`src/rtl/pipelined_barrel_shifter_pkg.sv`:
```
// -----------------------------------------------------------------------------
// shifter_pkg
// Shared types, defaults and elaboration-time helpers for the pipelined
// barrel shifter.
//   shift_op_e       : operation encoding (00 SLL, 01 SRL, 10 SRA, 11 ROL)
//   DEFAULT_*        : default data width and register-slot count
//   stage_slot()     : register slot that evaluates a given mux stage
//   slot_last_stage(): last mux stage evaluated inside a given slot
// -----------------------------------------------------------------------------
package shifter_pkg;

    typedef enum logic [1:0] {
        OP_SLL = 2'b00,
        OP_SRL = 2'b01,
        OP_SRA = 2'b10,
        OP_ROL = 2'b11
    } shift_op_e;

    localparam int DEFAULT_WIDTH      = 32;
    localparam int DEFAULT_PIPE_DEPTH = 2;

    // Mux stage k lands in slot floor(k*depth/nstages); with depth <= nstages
    // every slot receives at least one stage.
    function automatic int stage_slot(input int k, input int depth, input int nstages);
        return (k * depth) / nstages;
    endfunction

    function automatic int slot_last_stage(input int slot, input int depth, input int nstages);
        int last;
        last = 0;
        for (int k = 0; k < nstages; k++) begin
            if (stage_slot(k, depth, nstages) == slot) begin
                last = k;
            end
        end
        return last;
    endfunction

endpackage

```
`src/rtl/pipelined_barrel_shifter_shift_stage.sv`:
```
// -----------------------------------------------------------------------------
// shift_stage
// One combinational mux level of the log2 barrel shifter: shifts/rotates by
// 2**STAGE when shift_en is set, otherwise passes the operand through.
// Optional carry (macro BARREL_SHIFT_CARRY_EN): the carry of the last active
// stage in the chain is the last bit shifted out of the whole operation, so
// an inactive stage forwards carry_in unchanged.
// Ports:
//   in_data   [WIDTH]  operand entering this level
//   shift_en           shift-amount bit for this level
//   op                 operation (shift_op_e)
//   carry_in/carry_out carry chain (only with BARREL_SHIFT_CARRY_EN)
//   out_data  [WIDTH]  result of this level
// -----------------------------------------------------------------------------
module shift_stage
    import shifter_pkg::*;
#(
    parameter int WIDTH = 32,
    parameter int STAGE = 0
) (
    input  logic [WIDTH-1:0] in_data,
    input  logic             shift_en,
    input  shift_op_e        op,
`ifdef BARREL_SHIFT_CARRY_EN
    input  logic             carry_in,
    output logic             carry_out,
`endif
    output logic [WIDTH-1:0] out_data
);

    localparam int N = 1 << STAGE;

    logic [WIDTH-1:0] shifted;

    always_comb begin
        shifted = in_data;
        case (op)
            OP_SLL:  shifted = in_data << N;
            OP_SRL:  shifted = in_data >> N;
            // Arithmetic shift keeps the MSB, so the original sign bit is
            // carried stage to stage without a separate flag.
            OP_SRA:  shifted = $signed(in_data) >>> N;
            OP_ROL:  shifted = (in_data << N) | (in_data >> (WIDTH - N));
            default: shifted = in_data;
        endcase
    end

    assign out_data = shift_en ? shifted : in_data;

`ifdef BARREL_SHIFT_CARRY_EN
    logic pick;

    // SLL/ROL lose in_data[WIDTH-N] (for ROL it becomes result[0]);
    // SRL/SRA lose in_data[N-1].
    always_comb begin
        pick = 1'b0;
        case (op)
            OP_SLL:  pick = in_data[WIDTH-N];
            OP_SRL:  pick = in_data[N-1];
            OP_SRA:  pick = in_data[N-1];
            OP_ROL:  pick = in_data[WIDTH-N];
            default: pick = 1'b0;
        endcase
    end

    assign carry_out = shift_en ? pick : carry_in;
`endif

endmodule

```
`src/rtl/pipelined_barrel_shifter.sv`:
```
// -----------------------------------------------------------------------------
// pipelined_barrel_shifter
// Elastic, valid/ready pipelined log2 barrel shifter (SLL, SRL, SRA, ROL).
// SHAMT_W mux stages are spread over PIPE_DEPTH register slots; latency is
// PIPE_DEPTH cycles, throughput one result per cycle.
// Optional feature macro: BARREL_SHIFT_CARRY_EN (pipelined last-bit-out carry;
// without it out_carry is tied low and no carry flops exist).
// Ports:
//   clk, rst_n            clock, synchronous active-low reset
//   in_valid/in_ready     input handshake
//   in_data, in_shamt,    operand, shift amount, op (00 SLL 01 SRL 10 SRA 11 ROL)
//   in_op
//   out_valid/out_ready   output handshake
//   out_data, out_carry   result and carry
// -----------------------------------------------------------------------------
module pipelined_barrel_shifter
    import shifter_pkg::*;
#(
    parameter int WIDTH      = DEFAULT_WIDTH,
    parameter int SHAMT_W    = $clog2(WIDTH),
    parameter int PIPE_DEPTH = DEFAULT_PIPE_DEPTH
) (
    input  logic               clk,
    input  logic               rst_n,
    input  logic               in_valid,
    output logic               in_ready,
    input  logic [WIDTH-1:0]   in_data,
    input  logic [SHAMT_W-1:0] in_shamt,
    input  logic [1:0]         in_op,
    output logic               out_valid,
    input  logic               out_ready,
    output logic [WIDTH-1:0]   out_data,
    output logic               out_carry
);

    // Slot registers
    logic [WIDTH-1:0]      slot_data_reg  [PIPE_DEPTH];
    logic [SHAMT_W-1:0]    slot_shamt_reg [PIPE_DEPTH];
    shift_op_e             slot_op_reg    [PIPE_DEPTH];
    logic                  slot_valid_reg [PIPE_DEPTH];

    // What each slot would capture this cycle
    logic                  slot_up_valid  [PIPE_DEPTH];
    logic [SHAMT_W-1:0]    slot_up_shamt  [PIPE_DEPTH];
    shift_op_e             slot_up_op     [PIPE_DEPTH];
    logic [WIDTH-1:0]      slot_next_data [PIPE_DEPTH];
    logic [PIPE_DEPTH-1:0] slot_ready;

`ifdef BARREL_SHIFT_CARRY_EN
    logic                  slot_carry_reg  [PIPE_DEPTH];
    logic                  slot_next_carry [PIPE_DEPTH];
`endif

    // A slot can load when it is empty or when every slot downstream of it
    // moves too; that is any empty slot at or after it, or out_ready.
    // Written flat (no recursion) so the ready path has no comb self-loop.
    always_comb begin
        slot_ready = '0;
        for (int s = 0; s < PIPE_DEPTH; s++) begin
            slot_ready[s] = out_ready;
            for (int j = s; j < PIPE_DEPTH; j++) begin
                if (!slot_valid_reg[j]) begin
                    slot_ready[s] = 1'b1;
                end
            end
        end
    end

    assign in_ready = slot_ready[0];

    // Mux stages
    genvar gi;
    for (gi = 0; gi < SHAMT_W; gi++) begin : g_stage
        localparam int SL   = stage_slot(gi, PIPE_DEPTH, SHAMT_W);
        localparam bit HEAD = (gi == 0) || (stage_slot(gi - 1, PIPE_DEPTH, SHAMT_W) != SL);

        logic [WIDTH-1:0] d_in;
        logic [WIDTH-1:0] d_out;

        if (HEAD && SL == 0) begin : g_src_in
            assign d_in = in_data;
        end else if (HEAD) begin : g_src_slot
            assign d_in = slot_data_reg[SL-1];
        end else begin : g_src_chain
            assign d_in = g_stage[gi-1].d_out;
        end

`ifdef BARREL_SHIFT_CARRY_EN
        logic c_in;
        logic c_out;

        if (HEAD && SL == 0) begin : g_cin_zero
            assign c_in = 1'b0;
        end else if (HEAD) begin : g_cin_slot
            assign c_in = slot_carry_reg[SL-1];
        end else begin : g_cin_chain
            assign c_in = g_stage[gi-1].c_out;
        end
`endif

        shift_stage #(
            .WIDTH (WIDTH),
            .STAGE (gi)
        ) u_stage (
            .in_data   (d_in),
            .shift_en  (slot_up_shamt[SL][gi]),
            .op        (slot_up_op[SL]),
`ifdef BARREL_SHIFT_CARRY_EN
            .carry_in  (c_in),
            .carry_out (c_out),
`endif
            .out_data  (d_out)
        );
    end

    // Slot inputs
    for (gi = 0; gi < PIPE_DEPTH; gi++) begin : g_slot
        localparam int LAST = slot_last_stage(gi, PIPE_DEPTH, SHAMT_W);

        if (gi == 0) begin : g_first
            assign slot_up_valid[gi] = in_valid;
            assign slot_up_shamt[gi] = in_shamt;
            assign slot_up_op[gi]    = shift_op_e'(in_op);
        end else begin : g_next
            assign slot_up_valid[gi] = slot_valid_reg[gi-1];
            assign slot_up_shamt[gi] = slot_shamt_reg[gi-1];
            assign slot_up_op[gi]    = slot_op_reg[gi-1];
        end

        assign slot_next_data[gi] = g_stage[LAST].d_out;
`ifdef BARREL_SHIFT_CARRY_EN
        assign slot_next_carry[gi] = g_stage[LAST].c_out;
`endif
    end

    // Payload only loads with a valid beat so a stalled or drained output
    // keeps its last value.
    always_ff @(posedge clk) begin
        if (!rst_n) begin
            for (int s = 0; s < PIPE_DEPTH; s++) begin
                slot_valid_reg[s] <= 1'b0;
                slot_data_reg[s]  <= '0;
                slot_shamt_reg[s] <= '0;
                slot_op_reg[s]    <= OP_SLL;
            end
        end else begin
            for (int s = 0; s < PIPE_DEPTH; s++) begin
                if (slot_ready[s]) begin
                    slot_valid_reg[s] <= slot_up_valid[s];
                    if (slot_up_valid[s]) begin
                        slot_data_reg[s]  <= slot_next_data[s];
                        slot_shamt_reg[s] <= slot_up_shamt[s];
                        slot_op_reg[s]    <= slot_up_op[s];
                    end
                end
            end
        end
    end

`ifdef BARREL_SHIFT_CARRY_EN
    always_ff @(posedge clk) begin
        if (!rst_n) begin
            for (int s = 0; s < PIPE_DEPTH; s++) begin
                slot_carry_reg[s] <= 1'b0;
            end
        end else begin
            for (int s = 0; s < PIPE_DEPTH; s++) begin
                if (slot_ready[s] && slot_up_valid[s]) begin
                    slot_carry_reg[s] <= slot_next_carry[s];
                end
            end
        end
    end

    assign out_carry = slot_carry_reg[PIPE_DEPTH-1];
`else
    assign out_carry = 1'b0;
`endif

    assign out_valid = slot_valid_reg[PIPE_DEPTH-1];
    assign out_data  = slot_data_reg[PIPE_DEPTH-1];

endmodule

```
`config.mk`:
```
export PLATFORM = sky130hd
export DESIGN_NAME = pipelined_barrel_shifter
export DESIGN_NICKNAME = d
export VERILOG_FILES = /design/src/rtl/pipelined_barrel_shifter_pkg.sv /design/src/rtl/pipelined_barrel_shifter_shift_stage.sv /design/src/rtl/pipelined_barrel_shifter.sv
export SDC_FILE = /design/constraint.sdc
export NUM_CORES = 1
export LEC_CHECK = 0
export ABC_AREA = 1
export CORE_MARGIN = 5
export CORE_UTILIZATION = 35
export CTS_CLUSTER_SIZE = 8
export DETAILED_ROUTE_END_ITERATION = 12
export PLACE_DENSITY_LB_ADDON = 0.15
export REMOVE_ABC_BUFFERS = 1
export SLEW_MARGIN = 10
export SYNTH_ARGS = -nofsm -noshare
export SYNTH_HDL_FRONTEND = slang
export SYNTH_SLANG_ARGS = --single-unit
export TNS_END_PERCENT = 10
```
`constraint.sdc`:
```
create_clock -name clk -period 5.4 [get_ports clk]
set_input_delay 1.62 -clock clk [delete_from_list [all_inputs] [get_ports clk]]
set_output_delay 1.62 -clock clk [all_outputs]
set_load 0.005 [all_outputs]
```
### After elaboration in Yosys (flattened, before gate mapping)

Memory sizes are Yosys's and may differ from the RTL's.
Index checks and enable logic that the tools add are counted.

| storage, ports and cells | value |
|---|---|
| register bits after elaboration | 0 |
| bits in writable memories | 80 |
| input bits | 43 |
| output and inout bits | 35 |
| word-level logic and storage cells | 61 |
| memories kept | 4 |

Memory list:

| memory | depth | bits a word | read ports | clocked after Yosys merged registers in | write ports | line | RTL |
|---|---|---|---|---|---|---|---|
| slot_data_reg | 2 | 32 | 2 | 0 | 2 | pipelined_barrel_shifter.sv:37 | `logic [WIDTH-1:0] slot_data_reg [PIPE_DEPTH];` |
| slot_shamt_reg | 2 | 5 | 1 | 0 | 2 | pipelined_barrel_shifter.sv:38 | `logic [SHAMT_W-1:0] slot_shamt_reg [PIPE_DEPTH];` |
| slot_op_reg | 2 | 2 | 1 | 0 | 2 | pipelined_barrel_shifter.sv:39 | `shift_op_e slot_op_reg [PIPE_DEPTH];` |
| slot_valid_reg | 2 | 1 | 2 | 0 | 2 | pipelined_barrel_shifter.sv:40 | `logic slot_valid_reg [PIPE_DEPTH];` |

| operators by class | value |
|---|---|
| eq/ne operators | 6 |
| muxes and demuxes | 36 |
| bitwise gates (word level) | 13 |
| reductions and logical operators | 2 |

Operator list:

| kind | number |
|---|---|
| $pmux 32 s4 | 5 |
| $mux 32 | 7 |
| $or 32x1->32 | 1 |
| $or 32x16->32 | 1 |
| $or 32x2->32 | 1 |
| $or 32x4->32 | 1 |
| $or 32x8->32 | 1 |
| $mux 1 | 20 |
| $mux 5 | 2 |
| $eq 2x2->1 const B | 4 |
| $or 1x1->1 | 8 |
| $eq 2x1->1 const B | 2 |
| $logic_not 2->1 | 2 |
| $mux 2 | 2 |

### Depth between registers and ports, before layout

Gate-level depths: netlist of run 1.

| depth | value |
|---|---|
| depth in word-level cells | 10 |
| mapped depth | 14 |
| mapped depth without buffers | 13 |

### Cells and area by module

A second synthesis of run 1 with hierarchy kept.

| second synthesis, totals | value |
|---|---|
| cell total of the unflattened synthesis | 1230 |
| area, all modules | 7475.9 um^2 |

Modules (own cells, without submodules):

| module | instances | cells each | area an instance (um^2) |
|---|---|---|---|
| pipelined_barrel_shifter | 1 | 236 | 2899.0 |
| shift_stage (g_stage[0].u_stage) | 1 | 213 | 969.7 |
| shift_stage (g_stage[3].u_stage) | 1 | 199 | 944.7 |
| shift_stage (g_stage[2].u_stage) | 1 | 207 | 927.1 |
| shift_stage (g_stage[1].u_stage) | 1 | 212 | 892.1 |
| shift_stage (g_stage[4].u_stage) | 1 | 163 | 843.3 |

### Worst setup path before layout of run 1

Ideal clock, no wire load.

| timing path | value |
|---|---|
| path kind | input -> output |
| from | input port out_ready |
| to | output port in_ready |
| arrival | 1.906 ns |
| data required time | 3.780 ns |
| path slack | 1.874 ns |
| stages | 4 |
| path buffers | 0 |
| cells stage by stage | inv_1 nand2_1 nor2_1 inv_2 |

| between the ends | value |
|---|---|
| word-level cells in the longest chain between the ends | 2 |

Ends and longest elaborated chain:

| item | line | RTL |
|---|---|---|
| from (decl) | pipelined_barrel_shifter.sv:31 | `input logic out_ready,` |
| $mux 1 (2 in a row) | pipelined_barrel_shifter.sv:62 | `if (!slot_valid_reg[j]) begin` |
| to (decl) | pipelined_barrel_shifter.sv:26 | `output logic in_ready,` |

Every way passes these cells.

### Worst setup path after layout of run 1

Ends and elaborated chain as after synthesis.

==> impl_metrics.ini, run 1 <==
[sta]
setup_violations = 0
final_hold_viol_count = 0
min_period_over_period = 0.8177
fmax_mhz = 226.5
setup_tns_ns = 0
rsz0062_at_grt = false
finClkSkew_ns = 0.01063
worst_slack_ns = 0.9845
slew_violations = 0
worstMarginPinSlew_ns = 0.7408
fin_crit_ns = 4.416
holdWs_ns = 0.6343
max-slew-margin-rel = 0.5061

[power]
p_total_mw = 1.793
power.internal_mw = 1.225
p_comb_frac = 0.302
ir_worst_vdd_uv = 153.2
p_switching_mw = 0.5682
p_per_area_mw_per_mm2 = 253.2
clkPwrFrac = 0.310
p_sw_frac = 0.3169
p_seq_frac = 0.388
leakagePower_nw = 3.146

[cts]
clk_pin_slew_ns = 0.06
clock_sinks = 70
cts_setup_buffers = 0
postCtsResizedCells = 0
cts_buffers = 9
cts.path.max_buffers = 2
h-tree-depth = 3
cts_hold_buf = 0
insertion_delay_ns = 0.33
cts_tree = built
cts-root-buf = clkbuf_16

[run_status]
outcome = finished, final reports clean

[layout]
multi_input_area_mm2 = 0.003266
postLayoutCellArea_mm2 = 0.007082
antenna_cells = 0
fillerInstances = 1844
layout-drive-gt1-share = 0.08553
largest_reg_flops = 64
seq_area_mm2 = 0.002102
layout_commonest_cell = nand2_1
layout_common_cells = nand2_1, nand3_1, a21oi_1
syn_to_final_growth_pct = 17.87
fin_nets = 985

[critical_path]
r2r-start = slot_op_reg[0][1]$_SDFFCE_PN0P_
cp-start-kind = input pin
path_class = in2out
end_kind = primary output
crit_start = out_ready
arrival_ns = 2.80
reg2reg_depth = 9
required_ns = 3.78
critPathMaxFanout = 2

[yosys]
seq_area_frac_synth = 0.3499
netlist_area_mm2 = 0.006008
synth_edf_count = 70
synthDistinctLibCells = 31
synth_ff_type = edfxtp_1
avgSynthCellArea_um2 = 6.661
synth_seq_cells = 70
yosysWarnings = 0
async_flop_share = 0
synth_cells = 902

[placed_design]
dpl.hpwl_um = 12590
pre_cts_ws_ns = 0.9865
portBuffers = 76
postPlaceCellArea_mm2 = 0.006800
gp_congestion = 0.8793

[floorplan]
initial_core_util = 0.3523
die_w_um = 141.0
row_count = 48
dieArea_mm2 = 0.01989
io_pins = 78
die_y_um = 141.0
core-area_mm2 = 0.01706

[job]
maxCapViolations = 0

[global_routing]
antenna_found_initial = 0
grt_max_degree = 69
grt_pass1_vias = 5555
grt_pass1_wl_um = 28590
grt_usage = 0.1739
gr-total-overflow = 0

[drt]
vias = 6014
avgRoutedWirePerCell_um = 14.73
drc = 0
vias_per_cell = 5.131
final_antenna_net_count = 0
firstDrtPassIters = 5
drt_iter0_drc = 476
routed_wl_um = 17270

[worst_hold_path]
min_path_cells = 1
hold_class = reg2reg
hold_start = slot_valid_reg[0][1]$_SDFFCE_PN0P_
per-stage QoR:
step | util | cells
floorplan | - | 839
global placement | 0.3987 | 1156
detailed placement | 0.3987 | 1156
CTS | 0.4152 | 1172
global route | 0.4152 | 1172
finish | 0.4152 | 1172
kinds of logic after synthesis:
kind of cell           after synthesis  share of synthesized area
AOI/OAI and AO/OA                  160                     0.1451
buffers and inverters              133                     0.1066
DFF                                 70                     0.3499
other                                1                  0.0006241
and+or+nand+nor                    538                     0.3978
path summary, 6_finish.rpt:
check                                                          end  slack, ns
worst max-delay path                                      in_ready       0.98
worst min-delay path            slot_valid_reg[0][1]$_SDFFCE_PN0P_       0.63
worst max register to register  slot_data_reg[0][56]$_SDFFCE_PN0P_       2.79
worst min register to register  slot_valid_reg[0][1]$_SDFFCE_PN0P_       0.63
Yosys cell counts, types with 3 or more instances:
| cell type | instances | share of area |
|---|---|---|
| clkbuf_1 | 15 | 0.0094 |
| inv_1 | 65 | 0.041 |
| a31oi_1 | 7 | 0.0073 |
| o22ai_1 | 6 | 0.0062 |
| buf_2 | 26 | 0.022 |
| nand3_1 | 166 | 0.14 |
| nand2_1 | 286 | 0.18 |
| a21oi_1 | 85 | 0.071 |
| or2_2 | 26 | 0.027 |
| o21ai_1 | 12 | 0.010 |
| o21ai_0 | 34 | 0.028 |
| nand3_2 | 11 | 0.018 |
| nor2_1 | 41 | 0.026 |
| edfxtp_1 | 70 | 0.35 |
| buf_4 | 11 | 0.014 |
| inv_2 | 5 | 0.0031 |
| nand2_2 | 3 | 0.0031 |
| o211ai_1 | 8 | 0.010 |
| buf_6 | 9 | 0.017 |
power by group through the flow:
stage,Sequential (mW),Clock (mW),Combinational (mW)
detailed placement,0.707,0,0.539
CTS,0.697,0.568,0.541
floorplan,0.707,0,0.319
finish,0.697,0.556,0.541
global placement,0.708,0,0.537
global route,0.703,0.599,0.610
final cells by class:
type,count,share of cell area
multi-input cells,699,0.4611
flip-flops and latches,70,0.2968
repair buffers,92,0.1254
well taps,225,0.03975
inverters,70,0.03710
clock buffers,10,0.03233
clock inverters,6,0.007420
worst max-delay path: stages:
cell             delay [ns]
clkdlybuf4s50_1        0.40
inv_1                  0.07
nand2_1                0.06
nor2_1                 0.15
inv_2                  0.05
clkdlybuf4s50_1        0.44
routing by layer:
| layer | up-vias | part of all wire | global-route usage |
|---|---|---|---|
| met3 | 19 | 0.040 | 0.01628 |
| met1 | 2738 | 0.48 | 0.2493 |
| li1 | 3101 | - | - |
| met5 | - | 0 | 0 |
| met2 | 156 | 0.46 | 0.2772 |
| met4 | 0 | 0.015 | 0.05558 |
(Power assumes the default switching activity.)
==> run 2, diff against run 1 <==
clock period = 3.9 ns   (was 5.4 ns; I/O delays follow)
==> impl_metrics.ini, run 2 (synthesis gave the netlist of run 1 again) <==
[run_status]
outcome = finished, final reports clean

[critical_path]
crit_top_cell = clkdlybuf4s50_1
r2r-start = slot_op_reg[0][0]$_SDFFCE_PN0P_
slowest_stage = clkdlybuf4s50_1
reg2reg_depth = 10
crit_chain = clkdlybuf4s50_1 -> inv_1 -> nand2_1 -> nor2_1 -> inv_2 -> clkdlybuf4s50_1
ff2ff_setup_slack_ns = 1.36
endpoint = in_ready
r2r_end = slot_data_reg[0][59]$_SDFFCE_PN0P_
cp-start-kind = input pin
required_ns = 2.73
path_class = in2out
critPathMaxFanout = 2
crit_path_max_incr_delay_ns = 0.49
arrival_ns = 2.35
crit_start = out_ready
end_kind = primary output

[floorplan]
row_count = 48
die_y_um = 141.0
initial_core_util = 0.3523
core-area_mm2 = 0.01706
dieArea_mm2 = 0.01989
die_w_um = 141.0
io_pins = 78

[job]
maxCapViolations = 0

[sta]
setup_violations = 0
holdWs_ns = 0.6420
slew_violations = 0
rsz0062_at_grt = false
fmax_mhz = 284.0
fin_crit_ns = 3.521
worstMarginPinSlew_ns = 0.6735
final_hold_viol_count = 0
setup_tns_ns = 0
max-slew-margin-rel = 0.5510
min_period_over_period = 0.9027
finClkSkew_ns = 0.008504

[drt]
drt_iter0_drc = 390
routed_wl_um = 17760
avgRoutedWirePerCell_um = 15.10
final_antenna_net_count = 0
vias_per_cell = 5.162
firstDrtPassIters = 5
vias = 6070
drc = 0

[layout]
layout-drive-gt1-share = 0.09043
layout_commonest_cell = nand2_1
final-instance-count-excl-fill = 1176
syn_to_final_growth_pct = 19.30
fin_nets = 990
antenna_cells = 0
largest_reg_flops = 64
layout_common_cells = nand2_1, nand3_1, a21oi_1

[cts]
cts-root-buf = clkbuf_16
insertion_delay_ns = 0.33
h-tree-depth = 3
postCtsResizedCells = 0
cts_hold_buf = 0
clk_pin_slew_ns = 0.06
cts_setup_buffers = 0
cts.path.max_buffers = 2
clock_sinks = 70
cts_buffers = 9
cts_tree = built

[placed_design]
dp_cells = 1161
gp_congestion = 0.9653
portBuffers = 76
dpl.hpwl_um = 13310

[power]
leakagePower_nw = 3.184
p_total_mw = 2.566
ir_worst_vdd_uv = 216.6
p_per_area_mw_per_mm2 = 358.0

[global_routing]
grt_pass1_vias = 5554
antenna_found_initial = 0
grt_usage = 0.1759
grt_max_degree = 60
grt_pass1_wl_um = 28670
gr-total-overflow = 0

[worst_hold_path]
hold_class = reg2reg
==> run 2: cell types whose count changed in the layout (fill, tap and decap cells not counted), sizes merged <==
cell | previous run | this run
clkbuf | 10 | 11
clkinvlp | 0 | 1
bufinv | 1 | 2
clkinv | 5 | 1
buf | 17 | 22
==> run 2: where the power goes <==
group          leakage (nW)  switching, mW  internal [mW]
registers             0.743         0.0457          0.924
logic                  2.30          0.466          0.295
clock network         0.146          0.282          0.554
==> run 2: metal layers <==
layer  wire length, um  track usage  vias up  share of wire
met5                 0            0        -              0
met4               294      0.05099        0          0.017
met3               773      0.02171       23          0.044
met2              8358       0.2913      170           0.47
met1              8338       0.2419     2762           0.47
li1                  -            -     3115              -
==> run 2: layout make-up <==
type | count | area, um2
flip-flops and latches | 70 | 2102
multi-input cells | 699 | 3266
inverters | 70 | 262.8
fillers | 1866 | 9888
well taps | 225 | 281.5
repair buffers | 97 | 950.9
clock inverters | 4 | 72.57
clock buffers | 11 | 232.7
==> run 2: stage by stage <==
stage                 util  cell area (um2)  setup slack, ns
finish              0.4203             7168           0.3794
global route        0.4203             7168           0.2982
CTS                 0.4203             7168           0.3804
detailed placement  0.4024             6863           0.3826
global placement    0.4024             6863           0.3819
floorplan                -             5630           0.7248
==> run 2: how the worst min path moves through the flow <==
stage	from	to	slack, ns	depth (start not counted)
after global routing	slot_valid_reg[0][1]$_SDFFCE_PN0P_	slot_valid_reg[0][1]$_SDFFCE_PN0P_	0.68	1
after CTS	slot_valid_reg[0][1]$_SDFFCE_PN0P_	slot_valid_reg[0][1]$_SDFFCE_PN0P_	0.64	1
after detailed placement	slot_valid_reg[0][1]$_SDFFCE_PN0P_	slot_valid_reg[0][1]$_SDFFCE_PN0P_	0.63	1
after global placement	slot_valid_reg[0][1]$_SDFFCE_PN0P_	slot_valid_reg[0][1]$_SDFFCE_PN0P_	0.62	1
final	slot_valid_reg[0][1]$_SDFFCE_PN0P_	slot_valid_reg[0][1]$_SDFFCE_PN0P_	0.64	1
after floorplan	slot_valid_reg[0][1]$_SDFFCE_PN0P_	slot_valid_reg[0][1]$_SDFFCE_PN0P_	0.62	1
==> run 2: critical path: cells and delay by family <==
| kind | cells | cell delay (ns) |
|---|---|---|
| and+or+nand+nor | 2 | 0.14 |
| buffers and inverters | 4 | 1.04 |
